File: src/rtl/bg_fetch_sequencer.sv
// Background line fetch sequencer.
//
// On line_start the block reads the background colour byte, then for each of
// NCOLS tile columns reads the tile byte from the nametable and two pattern
// bytes from pattern memory. It writes one 19-bit entry per column into the
// scanline buffer. Both memories are synchronous, so read data is valid one
// cycle after the address.
//
// Ports
//   clk          pixel clock, rising edge
//   rst          asynchronous active-low reset
//   line_start   single-cycle fetch request for scanline next_yp
//   next_yp      target scanline: row = [7:3], tile_y = [2:0]
//   ntbl_addr    nametable read address (0 when unused)
//   ntbl_rdata   nametable read data
//   pmb_addr     pattern read address (0 when unused)
//   pmb_rdata    pattern read data
//   bsm_we       scanline-buffer write strobe
//   bsm_col      scanline-buffer column
//   bsm_data     {colour[2:0], pixels[15:0]}
//   cpu_req      CPU request for the VRAM port
//   cpu_gnt      CPU grant, only while idle and no fetch is starting
//   busy         fetch in progress
//   done         one-cycle pulse at the end of a fetch
//   overrun      sticky: line_start arrived while busy
//   ovr_clr      clears overrun (a simultaneous new overrun wins)
module bg_fetch_sequencer #(
   parameter int COLOR_ADDR = 960,
   parameter int NCOLS      = 32
) (
   input  logic        clk,
   input  logic        rst,
   input  logic        line_start,
   input  logic [7:0]  next_yp,
   output logic [9:0]  ntbl_addr,
   input  logic [7:0]  ntbl_rdata,
   output logic [8:0]  pmb_addr,
   input  logic [7:0]  pmb_rdata,
   output logic        bsm_we,
   output logic [4:0]  bsm_col,
   output logic [18:0] bsm_data,
   input  logic        cpu_req,
   output logic        cpu_gnt,
   output logic        busy,
   output logic        done,
   output logic        overrun,
   input  logic        ovr_clr
);

   typedef enum logic [2:0] {
      IDLE, COLOR, TILE, PAT0, PAT1, WR, DONE
   } state_t;

   localparam logic [9:0] COLOR_A  = 10'(COLOR_ADDR);
   localparam logic [4:0] LAST_COL = 5'(NCOLS - 1);

   state_t      state, state_nxt;
   logic [4:0]  col;
   logic [4:0]  row;
   logic [2:0]  tile_y;
   logic [5:0]  colour_byte;
   logic [7:0]  tile;
   logic [7:0]  byte0;
   logic [7:0]  tile_cur;
   logic [2:0]  y_eff;
   logic [2:0]  colour_sel;

   // Mirror the eight 2-bit pixels of a line when en is set.
   function automatic logic [15:0] hflip(input logic [15:0] px, input logic en);
      logic [15:0] r;
      r = px;
      if (en) begin
         for (int i = 0; i < 8; i++) begin
            r[2*(7-i) +: 2] = px[2*i +: 2];
         end
      end
      return r;
   endfunction

   // Control state: reset here forces an abort with no partial completion.
   always_ff @(posedge clk or negedge rst) begin
      if (!rst) begin
         state   <= IDLE;
         col     <= '0;
         overrun <= 1'b0;
      end else begin
         state <= state_nxt;
         if (state == IDLE && line_start) begin
            col <= '0;
         end else if (state == WR && col != LAST_COL) begin
            col <= col + 5'd1;
         end
         if (line_start && state != IDLE) begin
            overrun <= 1'b1;
         end else if (ovr_clr) begin
            overrun <= 1'b0;
         end
      end
   end

   // Data captures: only the bits that are consumed later are kept.
   always_ff @(posedge clk) begin
      if (state == IDLE && line_start) begin
         row    <= next_yp[7:3];
         tile_y <= next_yp[2:0];
      end
      // Colour byte arrives during the first TILE cycle (col is still 0).
      if (state == TILE && col == 5'd0) begin
         colour_byte <= ntbl_rdata[5:0];
      end
      if (state == PAT0) begin
         tile <= ntbl_rdata;
      end
      if (state == PAT1) begin
         byte0 <= pmb_rdata;
      end
   end

   // In PAT0 the tile byte is still on the read bus, not yet in the register.
   assign tile_cur   = (state == PAT0) ? ntbl_rdata : tile;
   assign y_eff      = tile_cur[5] ? (3'd7 - tile_y) : tile_y;
   assign colour_sel = tile[7] ? colour_byte[5:3] : colour_byte[2:0];

   always_comb begin
      state_nxt = state;
      ntbl_addr = '0;
      pmb_addr  = '0;
      bsm_we    = 1'b0;
      bsm_col   = '0;
      bsm_data  = '0;
      case (state)
         IDLE: begin
            if (line_start) state_nxt = COLOR;
         end
         COLOR: begin
            ntbl_addr = COLOR_A;
            state_nxt = TILE;
         end
         TILE: begin
            ntbl_addr = {row, col};
            state_nxt = PAT0;
         end
         PAT0: begin
            pmb_addr  = {tile_cur[4:0], y_eff, 1'b0};
            state_nxt = PAT1;
         end
         PAT1: begin
            pmb_addr  = {tile_cur[4:0], y_eff, 1'b1};
            state_nxt = WR;
         end
         WR: begin
            bsm_we    = 1'b1;
            bsm_col   = col;
            bsm_data  = {colour_sel, hflip({byte0, pmb_rdata}, tile[6])};
            state_nxt = (col == LAST_COL) ? DONE : TILE;
         end
         DONE: begin
            state_nxt = IDLE;
         end
         default: begin
            state_nxt = IDLE;
         end
      endcase
   end

   assign busy    = (state != IDLE);
   assign done    = (state == DONE);
   // rst gates the grant so it drops immediately while reset is held.
   assign cpu_gnt = rst & cpu_req & (state == IDLE) & ~line_start;

endmodule

File: config.mk
export PLATFORM = sky130hd
export DESIGN_NAME = bg_fetch_sequencer
export DESIGN_NICKNAME = d
export VERILOG_FILES = /design/src/rtl/bg_fetch_sequencer.sv
export SDC_FILE = /design/constraint.sdc
export NUM_CORES = 1
export LEC_CHECK = 0
export CAP_MARGIN = 30
export CELL_PAD_IN_SITES_DETAIL_PLACEMENT = 0
export CELL_PAD_IN_SITES_GLOBAL_PLACEMENT = 2
export CORE_MARGIN = 2
export CORE_UTILIZATION = 34
export DETAILED_ROUTE_END_ITERATION = 10
export DONT_BUFFER_PORTS = 1
export PLACE_DENSITY_LB_ADDON = 0.1
export REMOVE_ABC_BUFFERS = 1
export SYNTH_ARGS = -nofsm -noshare
export SYNTH_HDL_FRONTEND = slang
export SYNTH_SLANG_ARGS = --single-unit
File: constraint.sdc
create_clock -name clk -period 1.7 [get_ports clk]
set_clock_uncertainty 0.15 [all_clocks]
set_input_delay 0.34 -clock clk [delete_from_list [all_inputs] [get_ports clk]]
set_output_delay 0.34 -clock clk [all_outputs]
set_load 0.05 [all_outputs]
Word-level counts from Yosys, hierarchy flattened
Cells that the tools add are included.

storage, ports and cells
  register bits = 39
  output and inout bits = 48

cells by class
  add/sub/neg operators = 2
  equal/unequal tests = 9
  multiplexer cells = 16
  bitwise operators = 4
  reduce and logical (&&, ||, !) cells = 9

operators with widths
  operator                                                          count
  10-bit one-hot mux with 2 select lines                            1
  19-bit two-way mux                                                1
  3-bit one-hot mux with 6 select lines                             1
  9-bit one-hot mux with 2 select lines                             1
  16-bit two-way mux                                                1
  5-bit two-way mux                                                 3
  3-bit two-way mux                                                 4
  3-bit == test (second input constant)                             3
  3-bit by 2-bit == test with 1-bit output (second input constant)  2
  6-bit two-way mux                                                 1
  5-bit by 1-bit adder with 5-bit output (second input constant)    1
  5-bit == test (second input constant)                             1
  5-bit zero test                                                   1
  5-bit != test (second input constant)                             1
  1-bit logical AND                                                 4
  2-bit nonzero test                                                2
  1-bit AND                                                         3
  3-bit by 1-bit == test with 1-bit output (second input constant)  1
  3-bit zero test                                                   1
  1-bit two-way mux                                                 3
  3-bit nonzero test                                                1
  3-bit subtractor (first input constant)                           1
  2-bit != test (second input constant)                             1
  1-bit NOT                                                         1

Logic depth before layout (Yosys ltp)
Gate-level depths: netlist of run 1.

  depth after elaboration = 4
  depth in mapped cells = 7
  mapped depth without buffers = 6

Worst setup path after synthesis of run 1
Ideal clock, no wire load.

  path type = reg-to-output
  start point = register state[2]
  end point = output cpu_gnt
  arrival = 2.352 ns
  required time = 1.210 ns
  setup slack = -1.142 ns
  stages on the path, launching flop included = 4
  path buffers = 1
  cell sequence = dfrtp_1 > buf_6 > or3_1 > nor3_1

between the ends
  cells in the longest elaborated chain, start to end = 3

RTL lines
  what                      line  text
  start: declaration        57    state_t state, state_nxt;
  start signal: assignment  87    state <= state_nxt;
  3-bit zero test           169   assign cpu_gnt = rst & cpu_req & (state == IDLE) & ~line_start;
  1-bit AND (2 in series)   169
  end: declaration          43    output logic cpu_gnt,

No other way between the ends.

Final worst setup path of run 1
  start point = register state[0]
  end point = output pmb_addr[6]

between the ends
  cells in the longest elaborated chain, start to end = 3
  elaborated cells on any way between the ends = 4
  classes of those cells = eq/ne (2); mux (2)

RTL lines
  what                                       line      text
  3-bit by 2-bit == test with 1-bit output   120, 131
  6-bit two-way mux                          --
  9-bit one-hot mux with 2 select lines (*)  131       case (state)
  end: declaration                           37        output logic [8:0] pmb_addr,

Every way passes the cells marked *; elsewhere a longest branch is shown, timed or not.

==> run metrics, run 1 <==
root buffer cell=clkbuf_8; kind of start point of the critical path=register; Mapped Cells=182; number of diodes=0; min Tclk post-route=2.128 ns; CTS H-tree lvls=2; worst-margin pin slew=0.4855 ns; final hold violations=0; number of synthesis warnings=0; fmax=470.0 MHz; CP required=1.21 ns; Arrival @ worst endpoint=1.64 ns; fraction of registers with async set/reset=23.08%; sw frac=42.34%; Logic pwr share=60.7%; DR iter-0 viols=35; CTS sink count=39; most common cell after layout, fill and taps aside=buf_6; VDD IR max=1344 uV; final-stage net count=324; P_leak=1.599 nW; CP Class=register to output pin; initial antenna violation count=0; vias in the first global route=1831; DP Wirelength=3747 microns; area added between synthesis and finish=84.31%; Post-synth EDFFs=24; pin count of the biggest net entering global routing=20; Die W=80.74 microns; All-Layer GR Usage=17.92%; Max FO, Critical Path=6; DR vias/cell=4.885; remaining global-route overflow=0; # rows=27; FF+latch count, synth=39; number of max-slew violations in the final report=0; Initial Util=35.70%; fin worst setup slack=-0.4277 ns; CP endpoint kind=output pin; number of antenna-violating nets in the routed design=0; first-pass GRT wire length=8963 microns; total CTS buffers=5; synthesized area per cell=11.00 sq um; status=complete, but fails checks; Finish-stage setup viols=58; core area=5608 sq um; switching power=0.002379 W; via count=1783; share of cells above drive strength 1=53.24%; Slew HR=67.53%; Routed WL=5531 microns; Cell Pwr Density=1523 nW/um^2; Clk network pwr share=12.9%; synth unique cells=34; Reg power frac=26.4%; Post-Syn Area=2002 sq um; die area=6518 sq um; IO Pins=77; Placed Instances=321; clock latency on the worst-skew pair=0.30 ns; sequential area share after synthesis=53.25%; failing checks=negative setup slack; PortBufs=0; first drt pass iteration count=4; Final Non-Filler Cells=365; WL/cell=15.15 microns; Filler cells=461; Synth Flop Type=edfxtp_1; commonest cells after routing, fill and taps aside=buf_6 (40), buf_4 (28), dlygate4sd3_1 (26); chip height=80.74 microns; GP Congestion=0.7417; CTS tree=yes; Int Pwr=0.003240 W; pre-CTS worst setup slack=-0.2830 ns; DRC viols=0; Clock Tree Buf Depth=2; RSZ-0062 raised after global routing=yes; max-cap violation count=0; Tot Pwr=0.005619 W; Tcrit/Tclk final=125.2%; Min-Delay Path Class=primary input to register; clock-pin slew on the worst setup and hold paths=0.09 ns
==> sequential cells by signal, indices dropped and copies added (netlist names) <==
signal / count
overrun: 1
col: 5
byte0: 8
tile: 8
state: 3
colour_byte: 6
row: 5
tile_y: 3
==> kinds of logic (layout without fill, tap and decap cells) <==
| kind of cell | Yosys count | in the layout | share of synthesized area (%) |
|---|---|---|---|
| AO/OA/AOI/OAI | 17 | 17 | 6.688 |
| XOR/XNOR | 1 | 1 | 0.4376 |
| adder cells (fa/ha/maj) | 3 | 3 | 1.875 |
| buffers and inverters | 20 | 131 | 5.749 |
| flip-flops | 39 | 39 | 53.25 |
| multiplexers | 24 | 24 | 12.00 |
| AND/OR/NAND/NOR | 78 | 78 | 20.00 |
==> synth_stat cells, types with 2 or more instances <==
| cell type | instances | area share (%) |
|---|---|---|
| nand3_1 | 2 | 0.50 |
| ha_1 | 3 | 1.9 |
| nor3_1 | 2 | 0.50 |
| nand2b_1 | 2 | 0.62 |
| buf_6 | 3 | 1.7 |
| inv_1 | 9 | 1.7 |
| nor2_1 | 27 | 5.1 |
| a22o_1 | 5 | 2.2 |
| mux2i_1 | 24 | 12 |
| edfxtp_1 | 24 | 36 |
| and3_1 | 8 | 2.5 |
| and2_1 | 3 | 0.94 |
| nor2b_1 | 2 | 0.62 |
| dfxtp_1 | 6 | 6.0 |
| buf_2 | 5 | 1.2 |
| o21ai_0 | 2 | 0.50 |
| buf_4 | 3 | 1.1 |
| dfrtp_1 | 9 | 11 |
| a21oi_1 | 4 | 1.0 |
| a211o_1 | 2 | 0.88 |
| nand2_1 | 24 | 4.5 |
==> power by group through the flow <==
stage          Clock [W]  Sequential [W]  Combinational (W)
2_1_floorplan          0         0.00155            0.00145
3_3_place_gp           0         0.00147            0.00258
3_5_place_dp           0         0.00148            0.00264
4_1_cts         0.000752         0.00147            0.00312
5_1_grt         0.000789         0.00151            0.00361
6_report        0.000726         0.00148            0.00341
==> layer usage <==
| layer | routed length [microns] | GRT usage (%) | part of all wire [%] | vias up |
|---|---|---|---|---|
| met5 | 0 | 0 | 0 | - |
| met3 | 242 | 3.889 | 4.4 | 6 |
| li1 | - | - | - | 858 |
| met1 | 2245 | 21.50 | 41 | 874 |
| met2 | 2991 | 32.83 | 54 | 45 |
| met4 | 51 | 4.068 | 0.92 | 0 |
==> final timing paths <==
kind	from	endpoint	slack, ns	depth (start not counted)
max	state[0]	pmb_addr[6]	-0.43	5
min	ntbl_rdata[5]	tile[5]	0.02	2
max reg2reg	col[1]	col[4]	-0.14	6
min reg2reg	tile[2]	tile[2]	0.30	2
max in group asynchronous	rst	state[0]	0.75	1
min in group asynchronous	rst	state[2]	0.28	1
==> stage by stage <==
step,instance area [sq um],utilization [%],TNS [ns],hold WS (ns)
finish,3690,65.80,-16.85,0.01708
global route,3690,65.80,-21.23,0.02560
CTS,3510,62.58,-18.57,0.01730
detailed placement,2771,49.42,-6.770,-0.1054
global placement,2771,49.42,-5.807,-0.1052
floorplan,1921,-,-31.86,-0.1056
==> critical path: stages, from the launching register on <==
cell,delay (ns)
dfrtp_2,0.44
buf_6,0.14
nor3b_4,0.25
buf_6,0.18
a22o_1,0.19
buf_12,0.15
==> cell type report <==
type	instances	area, sq um	area share [%]
inverter	9	33.78	0.9156
clock buffer	6	93.84	2.543
sequential	39	1069	28.96
tap	72	90.09	2.442
multi-input combinational	123	1079	29.23
clock inverter	2	13.76	0.3730
timing repair buffer	114	1311	35.54
==> timing repair <==
item | CTS | global route
gates resized for setup | 89 | 30
setup endpoints to repair | 58 | 66
endpoints found under the hold margin | 39 | 0
hold buffers | 26 | 0
setup buffers | 4 | 6
pin swaps | 14 | 15
cloned | 1 | 1
Note: power is estimated with default switching activity, not from simulation.
==> run 2: changes to the inputs <==
--- a/config.mk
+++ b/config.mk
@@ -8,6 +8,7 @@
 export CAP_MARGIN = 30
 export CELL_PAD_IN_SITES_DETAIL_PLACEMENT = 0
 export CELL_PAD_IN_SITES_GLOBAL_PLACEMENT = 2
+export CORE_ASPECT_RATIO = 1.1
 export CORE_MARGIN = 2
 export CORE_UTILIZATION = 34
 export DETAILED_ROUTE_END_ITERATION = 10
==> constraint.sdc (replaced) <==
create_clock -name clk -period 1.9 [get_ports clk]
set_clock_uncertainty 0.15 [all_clocks]
set_input_delay 0.38 -clock clk [delete_from_list [all_inputs] [get_ports clk]]
set_output_delay 0.38 -clock clk [all_outputs]
set_load 0.05 [all_outputs]
==> run 2 against run 1 <==
The flow still finishes with violations (negative setup slack). Sequential share of layout area grew 3.5 points. Combinational power shrank 21%. Flip-flop and latch count unchanged. Via count shrank 9.5%. Critical path depth unchanged. Non-clock buffer count down 34. Setup slack gained 0.14 ns. Global-route usage shrank 2.4 points. Sequential power decreased by 11%. Design area is 11% lower. Core utilization down 8.5 points. Critical path type unchanged.
==> run metrics, run 2 (same netlist as run 1, synthesis figures left out) <==
status=complete, but fails checks; failing checks=negative setup slack; P_leak=1.410 nW; CP max stage delay=0.41 ns; final-stage net count=290; slowest CP cell=dfrtp_1; Reg area=1067 sq um; IO Pins=77; Cell Pwr Density=1433 nW/um^2; WL/cell=15.07 microns; fmax=458.1 MHz; CTS tree=yes; max-cap violation count=0; CP endpoint kind=output pin; DR iter-0 viols=65; Initial Util=34.92%; CP Class=register to output pin; remaining global-route overflow=0; DR vias/cell=4.801; All-Layer GR Usage=15.51%; worst path buffer plus inverter count=2; chip height=84.48 microns; Max FO, Critical Path=7; share of cells above drive strength 1=52.51%; post-route setup TNS=-9.916 ns; pin count of the biggest net entering global routing=20; area of the multi-input gates=994.7 sq um; internal reg-to-reg setup slack=0.09 ns; most common cell after layout, fill and taps aside=buf_6; DRC viols=0; fin worst setup slack=-0.2830 ns; die area=6518 sq um; CP required=1.37 ns; PortBufs=0; Placed Instances=319; RSZ-0062 raised after global routing=yes; CTS sink count=39; Tcrit/Tclk final=114.9%; Clock Tree Buf Depth=2; Filler cells=537; clock latency on the worst-skew pair=0.29 ns; Final Non-Filler Cells=336; GP Congestion=0.7544; CTS H-tree lvls=2; first-pass GRT wire length=8024 microns; min Tclk post-route=2.183 ns; number of antenna-violating nets in the routed design=0; Die W=77.16 microns; initial antenna violation count=0; kind of start point of the critical path=register; Arrival @ worst endpoint=1.65 ns; Routed WL=5062 microns; # rows=29; CP cell instances=nand2b_1, or2_4, clkbuf_16, nor2_2, buf_6; DP Wirelength=3544 microns; Slew HR=67.51%; total CTS buffers=5; commonest cells after routing, fill and taps aside=buf_6 (31), buf_4 (26), nand2_1 (24), mux2i_1 (24), edfxtp_1 (24); Largest regs=byte0: 8 flops, tile: 8 flops, colour_byte: 6 flops; first drt pass iteration count=3; number of max-slew violations in the final report=0; Min-Delay Path Class=primary input to register; vias in the first global route=1706; area added between synthesis and finish=64.19%; VDD IR max=1450 uV; core area=5733 sq um; CP delay by family, top=simple AND/OR/NAND/NOR gates; final hold violations=0; number of diodes=0; clock-pin slew on the worst setup and hold paths=0.08 ns; root buffer cell=clkbuf_8; worst-margin pin slew=0.4873 ns; via count=1613; Finish-stage setup viols=47
## run 2: cell types whose count changed in the layout (fill, tap and decap cells not counted), sizes merged
| cell | previous run | this run |
|---|---|---|
| clkbuf | 7 | 8 |
| buf | 87 | 77 |
| clkinv | 2 | 1 |
| dlygate4sd3 | 26 | 1 |
| bufinv | 0 | 1 |
## run 2: worst paths after layout
kind	startpoint	to	depth (start not counted)
setup / recovery	state[1]	bsm_data[15]	5
min in group asynchronous	rst	state[0]	1
setup reg to reg	col[0]	col[4]	6
max in group asynchronous	rst	state[2]	1
hold reg to reg	tile[4]	tile[4]	2
hold / removal	pmb_rdata[5]	byte0[5]	0
## run 2: area by class of cell
type | count | share of cell area, %
clock buffer | 6 | 2.512
inverter | 9 | 1.104
sequential | 39 | 32.47
tap | 77 | 2.931
timing repair buffer | 80 | 29.65
multi-input combinational | 123 | 30.26
clock inverter | 2 | 1.066
## run 2: routing by layer
| layer | vias to the layer above | GRT usage, % | share of wire [%] |
|---|---|---|---|
| met1 | 780 | 16.95 | 38 |
| met2 | 42 | 28.30 | 55 |
| li1 | 782 | - | - |
| met4 | 0 | 5.195 | 2.3 |
| met3 | 9 | 4.839 | 4.9 |
| met5 | - | 0 | 0 |
## run 2: timing repair
action,CTS,global route
buffers inserted,4,2
gates resized for setup,75,21
pin swaps,3,2
cloned,0,3
setup endpoints to repair,52,52
hold endpoints to repair,9,0
hold buffers,1,0
## run 2: metrics by stage
| step | total power [W] | util (%) | hold WS, ns | cell area [sq um] | setup slack, ns |
|---|---|---|---|---|---|
| 2_1_floorplan | 0.002685 | - | -0.06559 | 1921 | -0.9316 |
| 3_3_place_gp | 0.003563 | 47.53 | -0.06521 | 2725 | 0.007814 |
| 3_5_place_dp | 0.003613 | 47.53 | -0.06514 | 2725 | -0.06002 |
| 4_1_cts | 0.004598 | 54.74 | 0.01855 | 3138 | -0.2977 |
| 5_1_grt | 0.004947 | 57.33 | 0.01320 | 3287 | -0.3497 |
| 6_report | 0.004709 | 57.33 | 0.03107 | 3287 | -0.2830 |
## run 2: power by group
| part | leakage (nW) | switching (W) | internal (W) |
|---|---|---|---|
| combinational | 0.962 | 0.00153 | 0.00114 |
| clock | 0.0612 | 0.000288 | 0.000425 |
| sequential | 0.387 | 0.000157 | 0.00116 |
==> run 3: changes to the inputs <==
--- a/config.mk
+++ b/config.mk
@@ -15,6 +15,7 @@
 export DONT_BUFFER_PORTS = 1
 export PLACE_DENSITY_LB_ADDON = 0.1
 export REMOVE_ABC_BUFFERS = 1
+export SKIP_CTS_REPAIR_TIMING = 1
 export SYNTH_ARGS = -nofsm -noshare
 export SYNTH_HDL_FRONTEND = slang
 export SYNTH_SLANG_ARGS = --single-unit
==> run 3 against run 2 <==
Clock-buffer cell count stayed put. Cell count is 0.89% lower. Sequential power hardly changed. Design area is 1.6% lower. Critical path depth stayed put. Die area stayed put. Wire length is 0.83% lower. Setup slack better by 0.0047 ns. Flip-flop and latch count stayed put. Critical path type unchanged. The run still ends with negative setup slack left. Power is 0.50% lower. Maximum frequency is 0.21% higher. Core utilization is 0.94 points lower.
==> run metrics, run 3 (same netlist as run 1, synthesis figures left out) <==
Die W=77.16 microns; total CTS buffers=5; VDD IR max=1191 uV; share of cells above drive strength 1=52.73%; number of max-slew violations in the final report=0; Max FO, Critical Path=4; die area=6518 sq um; # rows=29; kind of start point of the critical path=register; slowest CP cell=dfrtp_1; DR vias/cell=4.814; most common cell after layout, fill and taps aside=buf_6; hold path cells=0; chip height=84.48 microns; Filler cells=539; CP required=1.37 ns; DP Wirelength=3544 microns; Slew HR=67.81%; area added between synthesis and finish=61.50%; GP Congestion=0.7544; Largest regs=byte0: 8 flops, tile: 8 flops, colour_byte: 6 flops; CP Class=register to output pin; Clock Tree Buf Depth=2; CTS sink count=39; WL/cell=15.08 microns; internal reg-to-reg setup slack=0.08 ns; min Tclk post-route=2.178 ns; commonest cells after routing, fill and taps aside=buf_6 (32), buf_4 (26), nand2_1 (24), mux2i_1 (24), edfxtp_1 (24); PortBufs=0; initial antenna violation count=0; status=complete, but fails checks; failing checks=negative setup slack; Arrival @ worst endpoint=1.65 ns; remaining global-route overflow=0; P_leak=1.389 nW; CP max stage delay=0.41 ns; Initial Util=34.92%; DR iter-0 viols=84; post-route setup TNS=-9.985 ns; RSZ-0062 raised after global routing=yes; pre-CTS worst setup slack=-0.06002 ns; core area=5733 sq um; CP cell instances=buf_6, nor3b_4, a2bb2oi_2, mux2i_1, buf_4; Finish-stage setup viols=46; clock latency on the worst-skew pair=0.29 ns; R2R depth=6; CP endpoint kind=output pin; Tot Pwr=0.004685 W; Tcrit/Tclk final=114.7%; number of diodes=0; final-stage net count=287; Worst Hold Slack=0.03190 ns; final hold violations=0; CTS H-tree lvls=2; CTS tree=yes; number of antenna-violating nets in the routed design=0; clock-pin slew on the worst setup and hold paths=0.08 ns; fin worst setup slack=-0.2784 ns; first drt pass iteration count=4; root buffer cell=clkbuf_8; max-cap violation count=0; fmax=459.1 MHz; pin count of the biggest net entering global routing=20; IO Pins=77; Min-Delay Path Class=primary input to register; vias in the first global route=1596; Cell Pwr Density=1449 nW/um^2; All-Layer GR Usage=14.00%; Routed WL=5020 microns; first-pass GRT wire length=7341 microns; worst-margin pin slew=0.4828 ns; DRC viols=0; via count=1603
==> run 3: through the flow <==
| stage | std cells | cell area [sq um] | util [%] |
|---|---|---|---|
| 5_1_grt | 333 | 3233 | 56.39 |
| 6_report | 333 | 3233 | 56.39 |
| 2_1_floorplan | 171 | 1921 | - |
| 3_3_place_gp | 319 | 2725 | 47.53 |
| 4_1_cts | 327 | 2843 | 49.59 |
| 3_5_place_dp | 319 | 2725 | 47.53 |
==> run 3: power breakdown <==
group | switching (W) | total (W) | internal, W
clock | 0.000286 | 0.000711 | 0.000425
sequential | 0.000157 | 0.00132 | 0.00116
combinational | 0.00153 | 0.00266 | 0.00113
==> run 3: path summary, 6_finish.rpt <==
path,from,to
worst max-delay path,state[1],pmb_addr[2]
worst min-delay path,pmb_rdata[5],byte0[5]
worst max register to register,col[0],col[4]
worst min register to register,tile[4],tile[4]
max in group asynchronous,rst,state[2]
min in group asynchronous,rst,state[0]
==> run 3: area by class of cell <==
cell class	count	area (sq um)	area share, %
Multi-Input combinational cell	123	999.7	30.92
Clock buffer	6	82.58	2.554
Sequential cell	39	1067	33.01
Tap cell	77	96.34	2.980
Timing Repair Buffer	77	915.9	28.33
Clock inverter	2	35.03	1.084
Inverter	9	36.28	1.122
==> run 3: worst max-delay path, delay by kind of cell, from the launching register on <==
family / cells / cell delay (ns)
flip-flops: 1 / 0.41
AND/OR/NAND/NOR: 1 / 0.31
AO/OA/AOI/OAI: 1 / 0.11
buffers and inverters: 2 / 0.36
multiplexers: 1 / 0.17
==> run 3: metal layers <==
layer	up-vias	share of wire (%)	track usage, %	wire length, microns
li1	776	-	-	-
met4	0	1.9	4.708	93
met1	776	38	15.97	1923
met2	42	55	24.66	2758
met3	9	4.9	4.516	245
met5	-	0	0	0
